### src/rtl/denise_pkg.sv
// Shared definitions for the Denise bitplane loader: register word addresses,
// fetch-mode encodings and the plane left-justification used at write time.
package denise_pkg;

    // Word addresses as seen on reg_address_in[8:1] (byte address >> 1).
    localparam logic [7:0] ADDR_BPLCON0 = 8'h80;
    localparam logic [7:0] ADDR_BPLCON1 = 8'h81;
    localparam logic [7:0] ADDR_BPL1DAT = 8'h88;
    localparam logic [7:0] ADDR_FMODE   = 8'hFE;

    localparam int NUM_PLANES = 8;

    typedef enum logic [1:0] {
        FMODE_16  = 2'b00,
        FMODE_32A = 2'b01,
        FMODE_32B = 2'b10,
        FMODE_64  = 2'b11
    } fmode_e;

    // Fetched words are placed at the MSB end so shifters always start from bit 63.
    function automatic logic [63:0] align_plane(input logic [1:0] fm, input logic [63:0] d);
        logic [63:0] r;
        case (fm)
            FMODE_16:             r = {d[15:0], 48'b0};
            FMODE_32A, FMODE_32B: r = {d[31:0], 32'b0};
            default:              r = d;
        endcase
        return r;
    endfunction

endpackage

### src/rtl/denise_bitplane_stage.sv
// One plane's staging register; data is left-justified with the fetch mode
// in force at the moment of the write.
module denise_bitplane_stage
    import denise_pkg::*;
(
    input  logic        clk,
    input  logic        reset,
    input  logic        we_i,
    input  logic [1:0]  fmode_i,
    input  logic [63:0] data_i,
    output logic [63:0] plane_o
);

    logic [63:0] plane_q;

    always_ff @(posedge clk) begin
        if (reset) begin
            plane_q <= '0;
        end else if (we_i) begin
            plane_q <= align_plane(fmode_i, data_i);
        end
    end

    assign plane_o = plane_q;

endmodule

### src/rtl/denise_bitplane_loader.sv
// Captures bitplane control/data writes, snapshots all planes one clock after a
// BPL1DAT write and issues a single phase-aligned parallel-load strobe.
module denise_bitplane_loader
    import denise_pkg::*;
#(
    parameter int AGA = 1
) (
    input  logic         clk,
    input  logic         reset,
    input  logic         clk7_en,
    input  logic         c1,
    input  logic         c3,
    input  logic [8:1]   reg_address_in,
    input  logic [63:0]  data_in,
    output logic [511:0] bpldata,
    output logic         load,
    output logic [7:0]   scroll_odd,
    output logic [7:0]   scroll_even,
    output logic         hires,
    output logic         shres,
    output logic [1:0]   fmode,
    output logic [3:0]   nplanes
);

    localparam logic [7:0] SCROLL_MASK = (AGA != 0) ? 8'hFF : 8'h3C;
    localparam logic [3:0] BPU_LIMIT   = (AGA != 0) ? 4'd8 : 4'd6;

    logic         wr_con0, wr_con1, wr_fmode, wr_bpl, wr_bpl1;
    logic [2:0]   bpl_idx;
    logic [63:0]  stage_data [NUM_PLANES];

    logic [511:0] bpldata_q, bpldata_d;
    logic         snap_q;
    logic         pending_q, pending_d;
    logic [7:0]   scroll_odd_q, scroll_even_q;
    logic         hires_q, shres_q;
    logic [1:0]   fmode_q;
    logic [3:0]   nplanes_q;

    function automatic logic [3:0] decode_bpu(input logic [15:0] d);
        logic [3:0] raw;
        raw = {(AGA != 0) && d[4], d[14:12]};
        return (raw > BPU_LIMIT) ? BPU_LIMIT : raw;
    endfunction

    assign wr_con0  = clk7_en && (reg_address_in == ADDR_BPLCON0);
    assign wr_con1  = clk7_en && (reg_address_in == ADDR_BPLCON1);
    assign wr_fmode = clk7_en && (reg_address_in == ADDR_FMODE);
    assign wr_bpl   = clk7_en && (reg_address_in[8:4] == ADDR_BPL1DAT[7:3]);
    assign bpl_idx  = reg_address_in[3:1];
    assign wr_bpl1  = wr_bpl && (bpl_idx == 3'd0);

    for (genvar n = 0; n < NUM_PLANES; n++) begin : g_stage
        denise_bitplane_stage u_stage (
            .clk     (clk),
            .reset   (reset),
            .we_i    (wr_bpl && (bpl_idx == 3'(n))),
            .fmode_i (fmode_q),
            .data_i  (data_in),
            .plane_o (stage_data[n])
        );
    end

    // A fresh snapshot re-arms pending even on the clock that consumes the previous load.
    always_comb begin
        bpldata_d = bpldata_q;
        pending_d = snap_q | (pending_q & ~load);
        if (snap_q) begin
            for (int n = 0; n < NUM_PLANES; n++) begin
                bpldata_d[64*n +: 64] = (4'(n) < nplanes_q) ? stage_data[n] : 64'b0;
            end
        end
    end

    always_ff @(posedge clk) begin
        if (reset) begin
            bpldata_q     <= '0;
            snap_q        <= 1'b0;
            pending_q     <= 1'b0;
            scroll_odd_q  <= '0;
            scroll_even_q <= '0;
            hires_q       <= 1'b0;
            shres_q       <= 1'b0;
            fmode_q       <= '0;
            nplanes_q     <= '0;
        end else begin
            bpldata_q <= bpldata_d;
            snap_q    <= wr_bpl1;
            pending_q <= pending_d;
            if (wr_con0) begin
                hires_q   <= data_in[15];
                shres_q   <= (AGA != 0) && data_in[6];
                nplanes_q <= decode_bpu(data_in[15:0]);
            end
            if (wr_con1) begin
                scroll_odd_q  <= {data_in[11:10], data_in[3:0], data_in[9:8]} & SCROLL_MASK;
                scroll_even_q <= {data_in[15:14], data_in[7:4], data_in[13:12]} & SCROLL_MASK;
            end
            if (wr_fmode && (AGA != 0)) begin
                fmode_q <= data_in[1:0];
            end
        end
    end

    assign load        = pending_q & ~c1 & ~c3;
    assign bpldata     = bpldata_q;
    assign scroll_odd  = scroll_odd_q;
    assign scroll_even = scroll_even_q;
    assign hires       = hires_q;
    assign shres       = shres_q;
    assign fmode       = fmode_q;
    assign nplanes     = nplanes_q;

endmodule

### config.mk
export PLATFORM = sky130hd
export DESIGN_NAME = denise_bitplane_loader
export DESIGN_NICKNAME = d
export VERILOG_FILES = /design/src/rtl/denise_pkg.sv /design/src/rtl/denise_bitplane_stage.sv /design/src/rtl/denise_bitplane_loader.sv
export SDC_FILE = /design/constraint.sdc
export NUM_CORES = 2
export LEC_CHECK = 0
export ABC_CLOCK_PERIOD_IN_PS = 5650
export CAP_MARGIN = 20
export CELL_PAD_IN_SITES_DETAIL_PLACEMENT = 0
export CELL_PAD_IN_SITES_GLOBAL_PLACEMENT = 1
export CORE_MARGIN = 4
export CORE_UTILIZATION = 40
export CTS_CLUSTER_DIAMETER = 150
export DETAILED_ROUTE_END_ITERATION = 12
export GPL_TIMING_DRIVEN = 1
export PLACE_DENSITY_LB_ADDON = 0.1
export SLEW_MARGIN = 20
export SYNTH_ARGS = -nofsm -noshare
export SYNTH_HDL_FRONTEND = slang
export SYNTH_SLANG_ARGS = --single-unit
export TNS_END_PERCENT = 5
### constraint.sdc
create_clock -name clk -period 5.65 [get_ports clk]
set_input_delay 1.13 -clock clk [delete_from_list [all_inputs] [get_ports clk]]
set_output_delay 1.13 -clock clk [all_outputs]
set_load 0.02 [all_outputs]
Yosys cells after proc, flatten, opt, wreduce, memory -nomap -nowiden:

Cells that the tools add are included.

* mux-type cells: 10
* bitwise operators: 7
* $lt $le $gt $ge: 9
* equality and inequality tests: 13
* reductions and logical operators: 15

Operators by type and width (count)
* 64-bit 2-to-1 mux: 8
* 64-bit case mux with 2 select lines: 1
* 8-bit == test (second input constant): 3
* 3-bit by 4-bit < comparator with 1-bit output (first input constant): 4
* 3-bit == test (second input constant): 4
* 1-bit logical AND: 12
* 1-bit by 4-bit < comparator with 1-bit output (first input constant): 2
* 2-bit by 4-bit < comparator with 1-bit output (first input constant): 2
* 3-bit by 2-bit == test with 1-bit output (second input constant): 2
* 5-bit == test (second input constant): 1
* 4-bit > comparator (second input constant): 1
* 4-bit 2-to-1 mux: 1
* 1-bit bitwise AND: 3
* 3-bit by 1-bit == test with 1-bit output (second input constant): 1
* 3-bit zero test: 1
* 1-bit inverter: 3
* 2-bit by 1-bit == test with 1-bit output (second input constant): 1
* 2-bit == test (second input constant): 1
* 2-bit zero test: 1
* 2-bit OR reduction: 1
* 1-bit OR: 1

* bits in registers: 1050
* output and inout bits: 537
* logic and storage cells: 71
* input port bits: 77

Longest topological paths before layout:

* word-level depth: 6
* depth in mapped cells: 7
* gate-level depth less buffers: 5

By module:

A second synthesis with hierarchy kept.

* cell total of the unflattened synthesis: 4210
* area, all modules: 39850.7 µm²

By module, submodules not included
* denise_bitplane_stage: cells each 295, area each 2727.6 µm², instances 8, sequential area each 1281.2 µm²
* denise_bitplane_loader: cells each 1850, area each 18029.8 µm², instances 1, sequential area each 10770.3 µm²

Worst setup path after synthesis:

OpenSTA, ideal clock, no wires.

* path kind: input to output
* start point: input port c1
* end point: output port load
* path slack: 2.863 ns
* arrival: 1.657 ns
* data required time: 4.520 ns
* stages on the path: 1
* path buffers: 0
* path through: nor3b_1

* word-level cells in the longest chain between the ends: 3

RTL lines
* start, declared: RTL line denise_bitplane_loader.sv:11 `input logic c1,`
* 1-bit inverter: RTL line denise_bitplane_loader.sv:105 `assign load = pending_q & ~c1 & ~c3;`
* 1-bit bitwise AND (2 in series): RTL line denise_bitplane_loader.sv:105
* end, declared: RTL line denise_bitplane_loader.sv:16 `output logic load,`

Every way passes these cells.

Worst setup path after layout:

* start point: input port reg_address_in[8] (netlist bit)
* end point: register g_stage[0].u_stage.plane_q[6]

* word-level cells in the longest chain between the ends: 3

RTL lines
* start, declared: RTL line denise_bitplane_loader.sv:13 `input logic [8:1] reg_address_in,`
* 5-bit == test: RTL line denise_bitplane_loader.sv:49 `assign wr_bpl = clk7_en && (reg_address_in[8:4] == ADDR_BPL1DAT[7:3]);`
* 1-bit logical AND: RTL line denise_bitplane_loader.sv:49
* 1-bit logical AND: RTL line denise_bitplane_loader.sv:57 `.we_i (wr_bpl && (bpl_idx == 3'(n))),`
* end signal, assigned: RTL line denise_bitplane_stage.sv:20 `plane_q <= align_plane(fmode_i, data_i);`
* end, declared: RTL line denise_bitplane_stage.sv:14 `logic [63:0] plane_q;`

Every way passes these cells.
A chain may end at the register's enable or synchronous reset.

==> impl_metrics.ini <==
[run_status]
outcome = completed

[critical_path]
path_class = input pin to register
required_ps = 6170
arrival_ps = 4080
crit_path_max_fanout = 40
reg2regPathDepth = 5
rrSetupSlack_ps = 2580
crit_chain = clkdlybuf4s50_1 -> and3_1 -> nand3_4 -> buf_4 -> mux2i_1
end_kind = register
worstReg2RegEnd = g_stage[0].u_stage.plane_o[4]$_SDFFE_PP0P_
slowest_stage = nand3_4
crit_path_max_incr_delay_ps = 960
rr_startpoint = fmode[1]$_SDFFE_PP0P_
crit_path_start_kind = input pin

[global_route]
antenna_found_initial = 9
grt_util_all_layers = 0.278
overflow = 0
grt_pass1_wl_mm = 204
grt_pass1_vias = 28765
grt_max_degree = 187

[floorplanning]
rows = 111
die_area_um2 = 97200
initial_core_util = 0.403
ios = 614
coreArea_um2 = 91500
die_w_um = 312
die_h_um = 312

[hold_path]
min_path_type = register to register
holdPathEnd = scroll_odd[1]$_SDFFE_PP0P_
min_from = scroll_odd[1]$_SDFFE_PP0P_
whs_path_depth = 2

[detailed_routing]
first_pass_iters = 6
antenna_left = 0
routedWlPerCell_um = 25.6
vias_per_cell = 5.47
drt-total-wl_mm = 141
drcViolationCount = 0
routed-via-count = 30052
drtIter0Drc = 2558

[power_and_ir_drop]
internal_power_uw = 11800
seq_power_share = 0.492
switching_share = 0.219
switchingPower_uw = 3290
powerDensity_nw_per_um2 = 317
p_comb_frac = 0.024
vdd_drop_max_mv = 0.243
clkPwrFrac = 0.484
leakagePower_uw = 0.0182

[synth]
ys_async_sr_fraction = 0
ys_ff_latch = 1050
syn_area_um2 = 36900
synth_nets = 3857
ys_types = 44
yosysSeqAreaShare = 0.570
synth_top_flop_cell = dfxtp_1
avgSynthCellArea_um2 = 9.77
synth_edf_count = 0
synthCells = 3778
yosysWarnings = 0

[clocking]
postCtsResizedCells = 0
cts_buffers = 111
path_clk_slew_ps = 60
hold_buffers = 0
cts_max_level = 3
root_buffer = clkbuf_16
clock_sinks = 1050
postCtsSetupBuffers = 0
insertion_delay_ps = 680
cts_max_path_buffers = 3
cts_tree = yes

[timing]
finalCriticalPeriod_ps = 3550
fmax_ghz = 0.281
setup_viol = 0
hold_viol = 0
grt_setup_unrepaired = false
slew_headroom = 0.219
period_share = 0.629
final_max_slew_viol_count = 0
fin_skew_ps = 26.1
tns_ps = 0
max_slew.worst_pin.slew_ps = 1170

[cells_and_area]
drive_gt1_frac = 0.0584
finalNonFillerCells = 5493
fillCellCount = 8521
area_growth_pct = 28.7
num-nets-final = 4290

[placement]
place_inst = 5284
dp.final_hpwl_mm = 88.9
routabilityCongestion = 0.780
io_buffers = 613

[job]
maxCapViolations = 0
routing by layer:
layer	track usage	vias up	part of all wire
li1	-	14142	-
met1	0.374	14712	0.44
met2	0.437	995	0.46
met3	0.0686	199	0.071
met4	0.0925	4	0.033
met5	0	-	0.00016
registers in the layout, indices dropped and copies added (netlist names):
signal	flops
scroll_even	8
fmode	2
snap_q	1
hires	1
nplanes	4
pending_q	1
shres	1
scroll_odd	8
bpldata	512
g_stage.u_stage.plane_o	512
cells in the mapped netlist, drive strengths merged, types with 3 or more instances:
cell type  number  area share
a21o           17      0.0035
a21oi         163       0.022
a221o          16      0.0043
a22oi         256       0.052
a31oi           4     0.00068
buf            74      0.0091
clkbuf        267       0.027
dfxtp        1050        0.57
inv           101       0.010
mux2i         406        0.11
nand2         632       0.064
nand3         155       0.021
nand3b         20      0.0041
nand4           9      0.0015
nor2          258       0.026
nor2b           3     0.00051
o211ai         16      0.0033
o21ai          82       0.011
o2bb2ai        64       0.015
o311ai         64       0.015
o32ai          96       0.023
layout make-up:
class                   instances  area [um2]  area share
multi-input cells            2286       14300       0.302
repair buffers                661        6600       0.139
flip-flops and latches       1050       21000       0.443
inverters                     101         394     0.00830
well taps                    1186        1480      0.0312
clock inverters                33         350     0.00738
diodes                          6        15.0    0.000316
clock buffers                 170        3290      0.0693
power groups by stage:
stage | Sequential [uW] | Combinational [uW] | Clock [uW]
after CTS | 7400 | 357 | 7410
after global placement | 7570 | 357 | 0
after global routing | 7400 | 374 | 7710
after floorplan | 7570 | 149 | 0
after detailed placement | 7570 | 355 | 0
final | 7400 | 360 | 7280
critical path: cells and delay by family:
family                 cells  cell delay, ps
buffers and inverters      2            1100
muxes                      1             150
and+or+nand+nor            2            1640
worst max path at each step:
stage | start | slack (ps) | end
floorplan | c1 | 2860 | load
global placement | reg_address_in[8] | 1460 | g_stage[0].u_stage.plane_o[15]$_SDFFE_PP0P_
detailed placement | reg_address_in[8] | 1450 | g_stage[0].u_stage.plane_o[15]$_SDFFE_PP0P_
CTS | c1 | 2140 | load
global route | reg_address_in[8] | 2020 | g_stage[0].u_stage.plane_o[6]$_SDFFE_PP0P_
finish | reg_address_in[8] | 2100 | g_stage[0].u_stage.plane_o[6]$_SDFFE_PP0P_
cell families after synthesis:
kind of cell / after synthesis / share of synthesized area
buffers and inverters: 442 / 0.0465
muxes: 406 / 0.110
and+or+nand+nor: 1092 / 0.121
DFF: 1050 / 0.570
AOI/OAI and AO/OA: 786 / 0.152
adders and majority gates: 2 / 0.000678
stage by stage:
step,total power [uW],worst slack [ps],util,instance area (um2),hold slack (ps)
finish,15000,2100,0.519,47500,456
global placement,7930,1460,0.479,43800,442
CTS,15200,2140,0.519,47500,457
floorplan,7720,2860,-,36900,433
global route,15500,2020,0.519,47500,473
detailed placement,7920,1450,0.479,43800,446
placed cells by master (no fill, tap or decap), types with 3 or more instances in the layout:
| cell type | synthesis | layout |
|---|---|---|
| a21o_1 | 17 | 16 |
| a21oi_1 | 163 | 163 |
| a221o_1 | 16 | 16 |
| a22oi_1 | 256 | 256 |
| buf_12 | 0 | 6 |
| buf_4 | 1 | 41 |
| bufinv_16 | 0 | 6 |
| clkbuf_1 | 267 | 31 |
| clkbuf_16 | 0 | 112 |
| clkbuf_8 | 0 | 27 |
| clkdlybuf4s50_1 | 0 | 612 |
| clkinv_2 | 0 | 20 |
| dfxtp_1 | 1050 | 1049 |
| diode_2 | 0 | 6 |
| inv_1 | 100 | 99 |
| inv_6 | 0 | 3 |
| inv_8 | 0 | 3 |
| mux2i_1 | 406 | 406 |
| nand2_1 | 632 | 631 |
| nand3_1 | 155 | 147 |
| nand3_4 | 0 | 8 |
| nand3b_1 | 20 | 20 |
| nand4_1 | 9 | 9 |
| nor2_1 | 258 | 258 |
| o211ai_1 | 16 | 16 |
| o21ai_0 | 61 | 60 |
| o21ai_1 | 21 | 21 |
| o2bb2ai_1 | 64 | 64 |
| o311ai_0 | 64 | 64 |
| o32ai_1 | 96 | 96 |
Note: power is estimated with default switching activity, not from simulation.
